`config.mk`:
```
export PLATFORM = sky130hd
export DESIGN_NAME = ps2_key_matrix_flat
export DESIGN_NICKNAME = d
export VERILOG_FILES = /design/src/rtl/ps2_key_matrix_if.sv /design/src/rtl/ps2_key_matrix.sv /design/src/flat_wrapper.sv
export SDC_FILE = /design/constraint.sdc
export NUM_CORES = 1
export LEC_CHECK = 0
export ABC_AREA = 0
export BUFFER_PORTS_ARGS = -buffer_cell sky130_fd_sc_hd__buf_2
export CORE_MARGIN = 3
export CORE_UTILIZATION = 45
export CTS_CLUSTER_DIAMETER = 30
export DETAILED_ROUTE_END_ITERATION = 16
export GPL_ROUTABILITY_DRIVEN = 1
export GPL_TIMING_DRIVEN = 1
export PLACE_DENSITY_LB_ADDON = 0.1
export SLEW_MARGIN = 20
export SYNTH_ARGS = -nofsm -noshare
export SYNTH_HDL_FRONTEND = slang
export SYNTH_SLANG_ARGS = --single-unit
```
`constraint.sdc`:
```
create_clock -name CLK -period 7 [get_ports CLK]
set_input_delay 1.4 -clock CLK [delete_from_list [all_inputs] [get_ports CLK]]
set_output_delay 1.4 -clock CLK [all_outputs]
set_load 0.005 [all_outputs]
```
`src/rtl/ps2_key_matrix_if.sv`:
```
// Bundle of the PS/2 line, PPI row/column and map-ROM signals around the key matrix.
// Latency: none; this is only the port grouping.
// Backpressure: none; PS/2 and PPI traffic cannot be stalled.
interface ps2_key_matrix_if;
  logic       PS2_CLK;
  logic       PS2_DAT;
  logic [3:0] ROW;
  logic [7:0] COLS;
  logic [8:0] MAP_CODE;
  logic       MAP_STB;
  logic [7:0] MAP;
  logic [7:0] RX_BYTE;
  logic       RX_VALID;
  logic       FRAME_ERR;

  // Keyboard/system side: drives the PS/2 lines and the row, answers the map lookup.
  modport master (
    output PS2_CLK, PS2_DAT, ROW, MAP,
    input  COLS, MAP_CODE, MAP_STB, RX_BYTE, RX_VALID, FRAME_ERR
  );

  // Matrix side: decodes frames, owns the matrix, asks the map ROM.
  modport slave (
    input  PS2_CLK, PS2_DAT, ROW, MAP,
    output COLS, MAP_CODE, MAP_STB, RX_BYTE, RX_VALID, FRAME_ERR
  );
endinterface

```
`src/rtl/ps2_key_matrix.sv`:
```
// PS/2 receiver and scancode decoder feeding an MSX key matrix read by PPI row select.
// Latency: RX_VALID to COLS change is 3 cycles; COLS follows ROW combinationally.
// Backpressure: none; every good byte is consumed the cycle it arrives.
module ps2_key_matrix #(
  parameter int NUM_ROWS    = 11,
  parameter int FILTER_LEN  = 8,
  parameter int TIMEOUT_CYC = 4096
) (
  input logic CLK,
  input logic RST,
  ps2_key_matrix_if.slave bus
);
  localparam int FW = $clog2(FILTER_LEN + 1);
  localparam int TW = $clog2(TIMEOUT_CYC + 1);

  typedef enum logic [2:0] {S_IDLE, S_EXT, S_BRK, S_EXTBRK, S_SKIP} state_t;

  logic          clk_s1, clk_s2, dat_s1, dat_s2;
  logic          clk_filt;
  logic [FW-1:0] filt_cnt;
  logic          edge_any, fall;
  logic [9:0]    shreg;
  logic [10:0]   frame;
  logic [3:0]    bit_cnt;
  logic [TW-1:0] to_cnt;
  logic [7:0]    rx_byte;
  logic          rx_valid, frame_err;
  state_t        state;
  logic [2:0]    skip_left;
  logic [8:0]    map_code;
  logic          ev_pend, key_make, map_stb, clr_pend;
  logic          map_ok;
  logic [7:0]    matrix [NUM_ROWS];
  logic [7:0]    cols;

  // Two-flop synchronizers; idle PS/2 lines are high.
  always_ff @(posedge CLK or posedge RST) begin
    if (RST) begin
      clk_s1 <= 1'b1; clk_s2 <= 1'b1; dat_s1 <= 1'b1; dat_s2 <= 1'b1;
    end else begin
      clk_s1 <= bus.PS2_CLK; clk_s2 <= clk_s1;
      dat_s1 <= bus.PS2_DAT; dat_s2 <= dat_s1;
    end
  end

  // The filtered clock flips on the FILTER_LEN-th consecutive differing sample.
  assign edge_any = (clk_s2 != clk_filt) && (filt_cnt == FW'(FILTER_LEN - 1));
  assign fall     = edge_any && !clk_s2;

  // Glitch filter on the synchronized PS/2 clock.
  always_ff @(posedge CLK or posedge RST) begin
    if (RST) begin
      clk_filt <= 1'b1;
      filt_cnt <= '0;
    end else if (clk_s2 == clk_filt) begin
      filt_cnt <= '0;
    end else if (edge_any) begin
      clk_filt <= clk_s2;
      filt_cnt <= '0;
    end else begin
      filt_cnt <= filt_cnt + 1'b1;
    end
  end

  // Bit 10 arrives live on the data line; bits 0..9 are already in the shifter.
  assign frame = {dat_s2, shreg};

  // Frame receiver with start/stop/odd-parity check and mid-frame idle timeout.
  always_ff @(posedge CLK or posedge RST) begin
    if (RST) begin
      shreg     <= '0;
      bit_cnt   <= '0;
      to_cnt    <= '0;
      rx_byte   <= '0;
      rx_valid  <= 1'b0;
      frame_err <= 1'b0;
    end else begin
      rx_valid  <= 1'b0;
      frame_err <= 1'b0;
      if (fall) begin
        to_cnt <= '0;
        if (bit_cnt == 4'd10) begin
          bit_cnt <= '0;
          if (!frame[0] && frame[10] && (^frame[9:1])) begin
            rx_byte  <= frame[8:1];
            rx_valid <= 1'b1;
          end else begin
            frame_err <= 1'b1;
          end
        end else begin
          shreg   <= {dat_s2, shreg[9:1]};
          bit_cnt <= bit_cnt + 1'b1;
        end
      end else if (edge_any || bit_cnt == 4'd0) begin
        to_cnt <= '0;
      end else if (to_cnt == TW'(TIMEOUT_CYC - 1)) begin
        bit_cnt <= '0;
        to_cnt  <= '0;
      end else begin
        to_cnt <= to_cnt + 1'b1;
      end
    end
  end

  // Prefix decoder: turns byte stream into make/break key events for the map ROM.
  always_ff @(posedge CLK or posedge RST) begin
    if (RST) begin
      state     <= S_IDLE;
      skip_left <= '0;
      map_code  <= '0;
      ev_pend   <= 1'b0;
      key_make  <= 1'b0;
      map_stb   <= 1'b0;
      clr_pend  <= 1'b0;
    end else begin
      ev_pend  <= 1'b0;
      clr_pend <= 1'b0;
      map_stb  <= ev_pend;
      if (rx_valid) begin
        case (state)
          S_IDLE: begin
            case (rx_byte)
              8'hE0: state <= S_EXT;
              8'hF0: state <= S_BRK;
              8'hE1: begin state <= S_SKIP; skip_left <= 3'd7; end
              8'h00, 8'hFF: clr_pend <= 1'b1;
              8'hAA, 8'hFA, 8'hEE, 8'hFE: ;
              default: begin map_code <= {1'b0, rx_byte}; key_make <= 1'b1; ev_pend <= 1'b1; end
            endcase
          end
          S_EXT: begin
            if (rx_byte == 8'hF0) begin
              state <= S_EXTBRK;
            end else begin
              state <= S_IDLE;
              if (rx_byte != 8'h12 && rx_byte != 8'h59) begin
                map_code <= {1'b1, rx_byte}; key_make <= 1'b1; ev_pend <= 1'b1;
              end
            end
          end
          S_BRK: begin
            state    <= S_IDLE;
            map_code <= {1'b0, rx_byte}; key_make <= 1'b0; ev_pend <= 1'b1;
          end
          S_EXTBRK: begin
            state <= S_IDLE;
            if (rx_byte != 8'h12 && rx_byte != 8'h59) begin
              map_code <= {1'b1, rx_byte}; key_make <= 1'b0; ev_pend <= 1'b1;
            end
          end
          S_SKIP: begin
            skip_left <= skip_left - 1'b1;
            if (skip_left == 3'd1) state <= S_IDLE;
          end
          default: state <= S_IDLE;
        endcase
      end
    end
  end

  assign map_ok = map_stb && bus.MAP[7] && (32'(bus.MAP[6:3]) < NUM_ROWS);

  // Matrix storage: a key bit goes low on make, high on break; 00/FF release everything.
  always_ff @(posedge CLK or posedge RST) begin
    if (RST) begin
      for (int r = 0; r < NUM_ROWS; r++) matrix[r] <= 8'hFF;
    end else if (clr_pend) begin
      for (int r = 0; r < NUM_ROWS; r++) matrix[r] <= 8'hFF;
    end else if (map_ok) begin
      for (int r = 0; r < NUM_ROWS; r++)
        if (r[3:0] == bus.MAP[6:3]) matrix[r][bus.MAP[2:0]] <= ~key_make;
    end
  end

  // Asynchronous PPI read; unimplemented rows read as nothing pressed.
  always_comb begin
    cols = 8'hFF;
    for (int r = 0; r < NUM_ROWS; r++)
      if (r[3:0] == bus.ROW) cols = matrix[r];
  end

  assign bus.COLS      = cols;
  assign bus.MAP_CODE  = map_code;
  assign bus.MAP_STB   = map_stb;
  assign bus.RX_BYTE   = rx_byte;
  assign bus.RX_VALID  = rx_valid;
  assign bus.FRAME_ERR = frame_err;
endmodule

```
`src/flat_wrapper.sv`:
```
// flat-port wrapper written by rule: the top's interface ports become plain ports
module ps2_key_matrix_flat 
#(
  parameter int NUM_ROWS    = 11,
  parameter int FILTER_LEN  = 8,
  parameter int TIMEOUT_CYC = 4096
)
  (CLK, RST, bus_PS2_CLK, bus_PS2_DAT, bus_ROW, bus_MAP, bus_COLS, bus_MAP_CODE, bus_MAP_STB, bus_RX_BYTE, bus_RX_VALID, bus_FRAME_ERR);
  ps2_key_matrix_if bus_i ();
  input logic CLK;
  input logic RST;
  input wire logic [$bits(bus_i.PS2_CLK)-1:0] bus_PS2_CLK;
  input wire logic [$bits(bus_i.PS2_DAT)-1:0] bus_PS2_DAT;
  input wire logic [$bits(bus_i.ROW)-1:0] bus_ROW;
  input wire logic [$bits(bus_i.MAP)-1:0] bus_MAP;
  output wire logic [$bits(bus_i.COLS)-1:0] bus_COLS;
  output wire logic [$bits(bus_i.MAP_CODE)-1:0] bus_MAP_CODE;
  output wire logic [$bits(bus_i.MAP_STB)-1:0] bus_MAP_STB;
  output wire logic [$bits(bus_i.RX_BYTE)-1:0] bus_RX_BYTE;
  output wire logic [$bits(bus_i.RX_VALID)-1:0] bus_RX_VALID;
  output wire logic [$bits(bus_i.FRAME_ERR)-1:0] bus_FRAME_ERR;
  assign bus_i.PS2_CLK = bus_PS2_CLK;
  assign bus_i.PS2_DAT = bus_PS2_DAT;
  assign bus_i.ROW = bus_ROW;
  assign bus_i.MAP = bus_MAP;
  assign bus_COLS = bus_i.COLS;
  assign bus_MAP_CODE = bus_i.MAP_CODE;
  assign bus_MAP_STB = bus_i.MAP_STB;
  assign bus_RX_BYTE = bus_i.RX_BYTE;
  assign bus_RX_VALID = bus_i.RX_VALID;
  assign bus_FRAME_ERR = bus_i.FRAME_ERR;
  ps2_key_matrix #(.NUM_ROWS(NUM_ROWS), .FILTER_LEN(FILTER_LEN), .TIMEOUT_CYC(TIMEOUT_CYC)) u_core (.CLK(CLK), .RST(RST), .bus(bus_i));
endmodule
```
==> metrics.cfg, run 1 <==
[power_and_ir_drop]
pwr-share-comb_pct = 5.5
clkPwrFrac_pct = 48.9
intPower_mw = 1.52
power.density_nw_per_um2 = 236
total_power_mw = 2.00
switching_power_mw = 0.483
switching_share_pct = 24.1
power_leakage_nw = 3.50
pwr-share-seq_pct = 45.5
vdd_ir_drop_max_v = 0.000191

[logic_synthesis]
synth_area_um2 = 7470
ys.flop_type = dfstp_2
netlist_top_cells_area = dfstp_2, dfrtp_1, a31oi_1, a21oi_1, mux4_2
syn_nets = 717
yosysWarnings = 0
yosysTopAreaCell = dfstp_2
synth_top_area_share_pct = 32.7
yosysMostFrequentCell = a21oi_1
ys_seq_area_share_pct = 52.8
ys_top_cells_by_count = a21oi_1, dfstp_2, a31oi_1, dfrtp_1, clkbuf_1
yosysUniqueCellTypes = 58
async_flop_share_pct = 100
synth-seq-cells = 153
synth_edf_count = 0
syn_inst = 694
syn_area_per_cell_um2 = 10.8

[hold_path]
hp-start = u_core.clk_s1$_DFF_PP1_
hp-class = flip-flop to flip-flop
whs_endpoint = u_core.clk_s2$_DFF_PP1_
whs_path_depth = 0

[grt]
grt_start_max_net_pins = 89
grt_usage_pct = 19.4
grt_pass1_vias = 5317
grt_overflow = 0
grt_pass1_wl_um = 28000
antenna_found_initial = 0

[route]
drt_iter0_drc = 373
drc_errors = 0
post_drt_wl_per_cell_um = 18.4
num_vias = 5568
ant_nets = 0
viasPerCell = 5.90
first_pass_iters = 5
drt-total-wl_um = 17400

[floorplan]
dieWidth_um = 135
initial_core_util_pct = 46.5
die-area_um2 = 18200
core_area_um2 = 16100
io_pins = 44
die_h_um = 135
std_cell_rows = 46

[sta]
hold_violations = 0
drv_slew = 0
finClkSkew_ns = 0.0115
whs_ns = 0.356
max_freq_ghz = 0.208
finalSetupTns_ns = 0
worst_pin_slew_ns = 0.919
slew_headroom_pct = 38.7
setup_slack_ns = 2.20
layout_worst_path_cycle_share_pct = 68.5
fin_crit_ns = 4.80
rsz0062_at_grt = false
setup_viol = 0

[job]
maxCapViolations = 0

[layout]
final-seq-area_um2 = 3950
multiInputGateArea_um2 = 3250
stdcell_count = 943
diodes = 0
synthToLayoutAreaGrowth_pct = 13.8
fin_util_pct = 53.0
fill_cells = 1413
finalNetCount = 737
layout-drive-gt1-share_pct = 34.8
final_area_um2 = 8500

[setup_path]
ff2ff_path_depth = 6
path_max_fanout = 32
rrSetupSlack_ns = 4.80
r2r_start = u_core.bus.RX_BYTE[0]$_DFFE_PP0P_
cp_data_required_time_ns = 5.60
cp_data_arrival_time_ns = 3.40
critPathLaunchType = primary input
end_kind = output port
reg2reg_to = u_core.bus.MAP_CODE[0]$_DFFE_PP0P_
crit_type = primary input to output port

[clock_tree]
clock_latency_ns = 0.43
cts_resized = 0
clk_path_buf_depth = 2
cts_made_buffers = 17
holdBufCountCts = 0
clkSlewWorstSetupHoldPaths_ns = 0.06
ctsHtreeMaxLevel = 4
cts_tree = yes
cts.sinks = 153
root_buffer = clkbuf_16
post_cts_buffers = 0

[placed_design]
dp_hpwl_um = 11000
placed_cell_area_um2 = 7870
pre_cts_slack_ns = 2.20
gp_congestion = 0.781
dp.cells = 911
portBuffers = 43

[status]
status = finished clean

## cells by family (layout without fill, tap and decap cells)
group                      Yosys count  count (layout)  share of synthesized area [%]
xor gates and xnor gates            21              21                           2.64
and+or+nand+nor                    126             126                           8.92
buffers and inverters               78             111                           4.22
DFF                                153             153                           52.8
muxes                               48              48                           9.56
adders and majority gates            7               7                           1.17
AOI/OAI and AO/OA                  261             261                           20.7
## worst max path at each step
stage                     startpoint                            end  slack (ns)
after floorplan                  RST  u_core.bit_cnt[0]$_DFFE_PP0P_        1.63
after global placement    bus_ROW[0]                    bus_COLS[1]        2.21
after detailed placement  bus_ROW[0]                    bus_COLS[1]        2.20
after CTS                 bus_ROW[0]                    bus_COLS[1]        2.20
after global routing      bus_ROW[0]                    bus_COLS[1]        2.04
final                     bus_ROW[0]                    bus_COLS[1]        2.20
## critical path, stage by stage
cell      delay, ns
buf_2          0.64
mux4_2         0.61
nor2_1         0.10
a21oi_1        0.05
o221ai_1       0.31
a22oi_1        0.11
buf_2          0.16
## cells in the final DEF (no fill, tap or decap), types with 4 or more instances in the layout
master	count
a211oi_1	5
buf_4	16
nand3_1	6
o21ai_0	16
buf_2	43
a31oi_1	90
ha_1	7
a21oi_1	101
dfrtp_1	60
o31ai_2	4
o22ai_1	11
o21ai_1	10
nand2_1	24
mux2_4	8
inv_6	8
inv_1	19
dfstp_2	93
nor2b_1	12
mux4_2	13
mux2_2	25
xor2_1	7
nor2_1	35
xnor2_1	13
nand2b_1	7
nand4_1	5
clkbuf_16	17
nor3_1	10
## registers in the layout (all words and copies together) (netlist names), 3 cells and up
name	count
u_core.state	3
u_core.to_cnt	13
u_core.matrix	88
u_core.skip_left	3
u_core.filt_cnt	4
u_core.bus.RX_BYTE	8
u_core.bus.MAP_CODE	9
u_core.shreg	10
u_core.bit_cnt	4
## cell type report
class / count / share of cell area (%)
clock buffers: 17 / 5.00
multi-input cells: 463 / 38.2
clock inverters: 15 / 2.38
repair buffers: 59 / 3.94
inverters: 20 / 0.942
well taps: 216 / 3.18
flip-flops and latches: 153 / 46.4
## metal layers
layer  vias to the layer above  track usage (%)  share of wire (%)
met5                         -                0                  0
met4                         0             6.45                1.5
met3                        21             3.95                4.0
met2                       120             31.4                 49
met1                      2799             26.4                 46
li1                       2628                -                  -
## power groups by stage
stage / sequential, mW / combinational, mW / clock [mW]
after floorplan: 0.924 / 0.0794 / 0
after global placement: 0.926 / 0.109 / 0
after detailed placement: 0.927 / 0.112 / 0
after CTS: 0.912 / 0.113 / 1.00
after global routing: 0.913 / 0.125 / 1.04
final: 0.913 / 0.111 / 0.980
No activity file was read; power rests on OpenSTA's default activity.
==> run 2, diff against run 1 <==
Settings changed: ABC_AREA 0 to 1.
Clock period 7 ns to 4.8 ns, I/O delays scaled along.
==> run 2 against run 1 <==
  * Core utilization is 0.50 points lower
  * Clock-buffer cell count is 4 higher
  * Sequential power is 46% higher
  * Synthesized cell count is 34% higher
  * Sequential share of layout area is 1.4 points lower
  * Flip-flop and latch count stayed put
  * Via count is 13% higher
  * Global-route usage is 1.7 points higher
  * Total power is 44% higher
  * Non-clock buffer count is 4 lower
==> metrics.cfg, run 2 <==
[layout]
synthToLayoutAreaGrowth_pct = 13.7  ; about the same
fill_cells = 1642  ; +16%
final_cell_mix = o21ai_0, nand2_1, inv_1
largest_register_ffs = 88  ; unchanged
layout_commonest_cell = o21ai_0
fin_util_pct = 52.5  ; -0.50 points
diodes = 0  ; unchanged
finalNetCount = 988  ; +34%
largestRegisters = u_core.matrix: 88 flops, u_core.to_cnt: 13 flops, u_core.shreg: 10 flops
top_register = u_core.matrix
layout-drive-gt1-share_pct = 23.3  ; -11 points

[floorplan]
core_area_um2 = 16700  ; +4.0%
die_h_um = 137  ; +1.5%
io_pins = 44  ; unchanged
initial_core_util_pct = 46.1  ; -0.40 points
std_cell_rows = 47  ; +2.2%
die-area_um2 = 18700  ; +3.0%
dieWidth_um = 137  ; +1.5%

[logic_synthesis]
ys_top_cells_by_count = o21ai_0, nand2_1, inv_1, dfstp_2, dfrtp_1
yosysTopAreaCell = dfstp_2
syn_inst = 927  ; +34%
syn_area_per_cell_um2 = 8.31  ; -23%
netlist_top_cells_area = dfstp_2, dfrtp_1, o21ai_0, nand2_1, inv_1
yosysMostFrequentCell = o21ai_0
ys_seq_area_share_pct = 51.2  ; -1.6 points
synth_area_um2 = 7710  ; +3.1%
yosysWarnings = 0  ; unchanged
yosysUniqueCellTypes = 40  ; -31%
async_flop_share_pct = 100  ; unchanged
synth-seq-cells = 153  ; unchanged
ys.flop_type = dfstp_2
syn_nets = 950  ; +32%
synth_edf_count = 0  ; unchanged
synth_top_area_share_pct = 31.7  ; -0.99 points

[power_and_ir_drop]
power.density_nw_per_um2 = 328  ; +39%
vdd_ir_drop_max_v = 0.000253  ; +33%
pwr-share-comb_pct = 6.7  ; +1.2 points
power_leakage_nw = 3.92  ; +12%
total_power_mw = 2.88  ; +44%
clkPwrFrac_pct = 46.9  ; -2.0 points
intPower_mw = 2.16  ; +42%
switching_power_mw = 0.721  ; +49%
pwr-share-seq_pct = 46.3  ; +0.8 points
switching_share_pct = 25.0  ; +0.93 points

[sta]
fin_crit_ns = 3.60
hold_violations = 0  ; unchanged
worst_pin_slew_ns = 1.06  ; +0.139 ns
finalSetupTns_ns = 0  ; unchanged
drv_slew = 0  ; unchanged
slew_headroom_pct = 29.1  ; -9.6 points
finClkSkew_ns = 0.00992  ; -0.00161 ns
setup_viol = 0  ; unchanged
rsz0062_at_grt = false
max_freq_ghz = 0.278
layout_worst_path_cycle_share_pct = 75.0

[clock_tree]
root_buffer = clkbuf_16
holdBufCountCts = 0  ; unchanged
post_cts_buffers = 0  ; unchanged
ctsHtreeMaxLevel = 4  ; unchanged
cts_made_buffers = 17  ; unchanged
cts_tree = yes
clkSlewWorstSetupHoldPaths_ns = 0.07  ; about the same
clock_latency_ns = 0.43  ; about the same
cts_resized = 0  ; unchanged
cts.sinks = 153  ; unchanged
clk_path_buf_depth = 2  ; unchanged

[setup_path]
cp_data_required_time_ns = 3.84  ; -1.76 ns
cp_data_arrival_time_ns = 2.64  ; -0.76 ns
path_max_fanout = 8  ; -75%
critPathLaunchType = primary input
end_kind = output port
crit_chain = buf_2, inv_1, nor2_1, nand2_1, o21ai_0, inv_1, nand4_1, nand2_1, buf_2
cp_slowest_cell = nor2_1
crit_type = primary input to output port
max_stage_delay_ns = 0.51  ; -0.13 ns

[placed_design]
dp_hpwl_um = 12900  ; +17%
gp_congestion = 0.853  ; +9.2%
portBuffers = 43  ; unchanged

[grt]
grt_usage_pct = 21.1  ; +1.7 points
grt_pass1_vias = 5965  ; +12%
grt_start_max_net_pins = 83  ; -6.7%
grt_pass1_wl_um = 30600  ; +9.5%
grt_overflow = 0  ; unchanged
antenna_found_initial = 0  ; unchanged

[job]
maxCapViolations = 0  ; unchanged

[route]
viasPerCell = 5.25  ; -11%
first_pass_iters = 5  ; unchanged
post_drt_wl_per_cell_um = 15.7  ; -15%
drt-total-wl_um = 18800  ; +8.4%
drc_errors = 0  ; unchanged
num_vias = 6286  ; +13%
drt_iter0_drc = 445  ; +19%
ant_nets = 0  ; unchanged

[hold_path]
hp-class = flip-flop to flip-flop

[status]
status = finished clean

[run 2: cell families (layout without fill, tap and decap cells)]
logic type,after synthesis,after routing,share of synthesized area (%)
XOR/XNOR,14,14,1.69
adder cells (fa/ha/maj),7,7,1.14
flip-flops,153,153,51.2
AND/OR/NAND/NOR,380,380,22.5
AO/OA/AOI/OAI,222,222,14.9
multiplexers,8,8,1.46
buffers and inverters,143,194,7.13
[run 2: through the flow]
stage,std cells,instance area (µm²),hold slack (ns),setup slack [ns]
floorplan,927,7710,0.331,1.88
global placement,1166,8160,0.333,1.27
detailed placement,1166,8160,0.341,1.21
CTS,1198,8750,0.357,1.23
global route,1198,8760,0.362,1.10
finish,1198,8760,0.356,1.20
[run 2: critical path, delay by kind of cell]
kind / cells / cell delay [ns]
buffers and inverters: 4 / 0.35
AND/OR/NAND/NOR: 4 / 1.04
AO/OA/AOI/OAI: 1 / 0.27
[run 2: cell type report]
cell class                      instances  area, µm²  area share [%]
Sequential cell                       153       3950            45.0
Multi-Input combinational cell        631       3230            36.8
Clock buffer                           21        482            5.50
Inverter                              107        405            4.63
Timing Repair Buffer                   55        318            3.63
Tap cell                              220        275            3.14
Clock inverter                         11        111            1.27
[run 2: worst paths after layout]
kind                            slack, ns                               from  cells past startpoint                            endpoint
worst min register to register       0.36           u_core.ev_pend$_DFF_PP0_                      0        u_core.bus.MAP_STB$_DFF_PP0_
worst max register to register       2.49  u_core.bus.RX_BYTE[3]$_DFFE_PP0P_                      9  u_core.bus.MAP_CODE[8]$_DFFE_PP0P_
min in group asynchronous            0.62                                RST                      2         u_core.state[0]$_DFFE_PP0P_
worst min-delay path                 0.36           u_core.ev_pend$_DFF_PP0_                      0        u_core.bus.MAP_STB$_DFF_PP0_
max in group asynchronous            3.20                                RST                      3       u_core.matrix[46]$_DFFE_PP1P_
worst max-delay path                 1.20                         bus_ROW[0]                      9                         bus_COLS[0]
[run 2: metal layers]
layer	part of all wire [%]	GRT usage [%]	up-vias
li1	-	-	3143
met4	1.9	7.43	0
met2	47	33.6	130
met1	47	28.8	2983
met3	3.7	4.45	30
met5	0	0	-
[run 2: power groups by stage]
stage | clock, mW | sequential, mW | combinational [mW]
after CTS | 1.38 | 1.33 | 0.198
after detailed placement | 0 | 1.35 | 0.198
final | 1.35 | 1.33 | 0.194
after global routing | 1.43 | 1.34 | 0.222
after floorplan | 0 | 1.35 | 0.131
after global placement | 0 | 1.35 | 0.196
==> run 3, diff against run 2 <==
Settings changed: ABC_AREA 1 to 0.
Clock period 4.8 ns to 3 ns, I/O delays scaled along.
==> run 3 against run 2 <==
  * Sequential share of layout area grew 1.4 points
  * Clock power rose by 46%
  * Clock skew grew 0.0011 ns
  * Flip-flop and latch count did not move
  * Non-clock buffer count up 9
  * Routed wire length decreased by 11%
  * Critical path type unchanged
  * Highest routed layer unchanged
==> metrics.cfg, run 3 (same netlist as run 1, synthesis figures left out) <==
[sta]
drv_slew = 0  ; unchanged
whs_ns = 0.276  ; -0.0794 ns
hold_violations = 0  ; unchanged
worst_pin_slew_ns = 0.905  ; -0.153 ns
finClkSkew_ns = 0.0110  ; +0.00111 ns
layout_worst_path_cycle_share_pct = 91.4
finalSetupTns_ns = 0  ; unchanged
rsz0062_at_grt = false
max_freq_ghz = 0.365
setup_viol = 0  ; unchanged
slew_headroom_pct = 39.6  ; +11 points
fin_crit_ns = 2.74

[setup_path]
critPathLaunchType = primary input
crit_chain = buf_2, mux4_2, nor2b_1, a211oi_1, a21oi_1, buf_2
cp_data_required_time_ns = 2.40  ; -1.44 ns
r2r_start = u_core.bus.RX_BYTE[4]$_DFFE_PP0P_
cp_slowest_cell = mux4_2
cp_data_arrival_time_ns = 2.14  ; -0.50 ns
path_max_fanout = 9  ; +1
ff2ff_path_depth = 6  ; -3
endpoint = bus_COLS[3]
reg2reg_to = u_core.bus.MAP_CODE[2]$_DFFE_PP0P_
crit_cells = 6  ; -3
cp.buffers_inverters = 2  ; -2
crit_type = primary input to output port
critPathLaunch = bus_ROW[0]
crit_family = multiplexers
max_stage_delay_ns = 0.56  ; +0.05 ns
critPathMostFrequentCell = buf_2
end_kind = output port
rrSetupSlack_ns = 0.83  ; -1.66 ns

[route]
first_pass_iters = 5  ; unchanged
viasPerCell = 5.87  ; +12%
drt_iter0_drc = 448  ; +0.67%
drc_errors = 0  ; unchanged
post_drt_wl_per_cell_um = 17.7  ; +13%
num_vias = 5567  ; -11%
ant_nets = 0  ; unchanged
drt-total-wl_um = 16800  ; -11%

[floorplan]
io_pins = 44  ; unchanged
dieWidth_um = 135  ; -1.5%
core_area_um2 = 16100  ; -3.9%
initial_core_util_pct = 46.5  ; +0.40 points
die_h_um = 135  ; -1.5%
die-area_um2 = 18200  ; -2.9%
std_cell_rows = 46  ; -2.1%

[hold_path]
hp-class = primary input to flip-flop

[clock_tree]
ctsHtreeMaxLevel = 4  ; unchanged
cts_made_buffers = 17  ; unchanged
clock_latency_ns = 0.42  ; about the same
cts_resized = 0  ; unchanged
cts_tree = yes
holdBufCountCts = 0  ; unchanged
clkSlewWorstSetupHoldPaths_ns = 0.06  ; about the same
post_cts_buffers = 0  ; unchanged
cts.sinks = 153  ; unchanged
root_buffer = clkbuf_16
clk_path_buf_depth = 2  ; unchanged

[layout]
layout_commonest_cell = a21oi_1
synthToLayoutAreaGrowth_pct = 13.6  ; about the same
final_cell_mix = a21oi_1, dfstp_2, a31oi_1
fill_cells = 1393  ; -15%
top_register = u_core.matrix
fin_util_pct = 52.9  ; +0.40 points
largestRegisters = u_core.matrix: 88 flops, u_core.to_cnt: 13 flops, u_core.shreg: 10 flops
finalNetCount = 742  ; -25%
largest_register_ffs = 88  ; unchanged
diodes = 0  ; unchanged
layout-drive-gt1-share_pct = 35.1  ; +12 points

[grt]
grt_pass1_wl_um = 28300  ; -7.6%
grt_overflow = 0  ; unchanged
grt_pass1_vias = 5384  ; -9.7%
antenna_found_initial = 0  ; unchanged
grt_start_max_net_pins = 154  ; +86%
grt_usage_pct = 19.3  ; -1.9 points

[placed_design]
dp_hpwl_um = 11100  ; -14%
gp_congestion = 0.841  ; -1.4%
portBuffers = 43  ; unchanged

[status]
status = finished clean

[power_and_ir_drop]
power.density_nw_per_um2 = 514  ; +56%
power_leakage_nw = 3.48  ; -11%
vdd_ir_drop_max_v = 0.000387  ; +53%

[job]
maxCapViolations = 0  ; unchanged

## run 3: cell types whose count changed in the layout (fill, tap and decap cells not counted), sizes merged, moves of 25 or more
cell	before	now
a21oi	4	103
a31oi	14	90
inv	110	25
mux2	8	33
nand2	188	24
nand3	60	8
nor2	62	35
o21ai	199	27
## run 3: cell type report
cell class                      instances  area [µm²]  area share [%]
Inverter                               20        78.8           0.929
Tap cell                              216         270            3.18
Clock buffer                           18         439            5.17
Multi-Input combinational cell        463        3250            38.2
Clock inverter                         14         113            1.33
Timing Repair Buffer                   64         398            4.69
Sequential cell                       153        3950            46.5
## run 3: where the power goes
part           switching (mW)  leakage, nW  internal, mW  total, mW
Combinational           0.164         1.41        0.0997      0.264
Clock                   0.873        0.264          1.10       1.97
Sequential             0.0212         1.81          2.11       2.13
## run 3: per-layer routing
layer | share of wire (%) | wire length (µm) | GRT usage [%]
met1 | 46 | 7760 | 26.9
met5 | 0 | 0 | 0
met3 | 3.9 | 653 | 4.06
met4 | 1.4 | 233 | 5.03
met2 | 49 | 8160 | 30.9
## run 3: worst min path at each step
stage / slack [ns] / cells past startpoint / endpoint / start
final: 0.28 / 1 / u_core.clk_s1$_DFF_PP1_ / bus_PS2_CLK
after global routing: 0.25 / 1 / u_core.dat_s1$_DFF_PP1_ / bus_PS2_DAT
after CTS: 0.25 / 1 / u_core.clk_s1$_DFF_PP1_ / bus_PS2_CLK
after detailed placement: 0.34 / 0 / u_core.bus.MAP_STB$_DFF_PP0_ / u_core.ev_pend$_DFF_PP0_
after global placement: 0.33 / 0 / u_core.bus.MAP_STB$_DFF_PP0_ / u_core.ev_pend$_DFF_PP0_
after floorplan: 0.33 / 0 / u_core.bus.MAP_STB$_DFF_PP0_ / u_core.ev_pend$_DFF_PP0_
## run 3: metrics by stage
step / power (mW) / instances / setup WS (ns) / instance area (µm²)
after floorplan: 2.34 / 694 / 0.447 / 7480
after global placement: 2.42 / 916 / 0.268 / 7930
after detailed placement: 2.43 / 916 / 0.256 / 7930
after CTS: 4.43 / 948 / 0.257 / 8490
after global routing: 4.53 / 948 / 0.138 / 8490
final: 4.36 / 948 / 0.258 / 8490
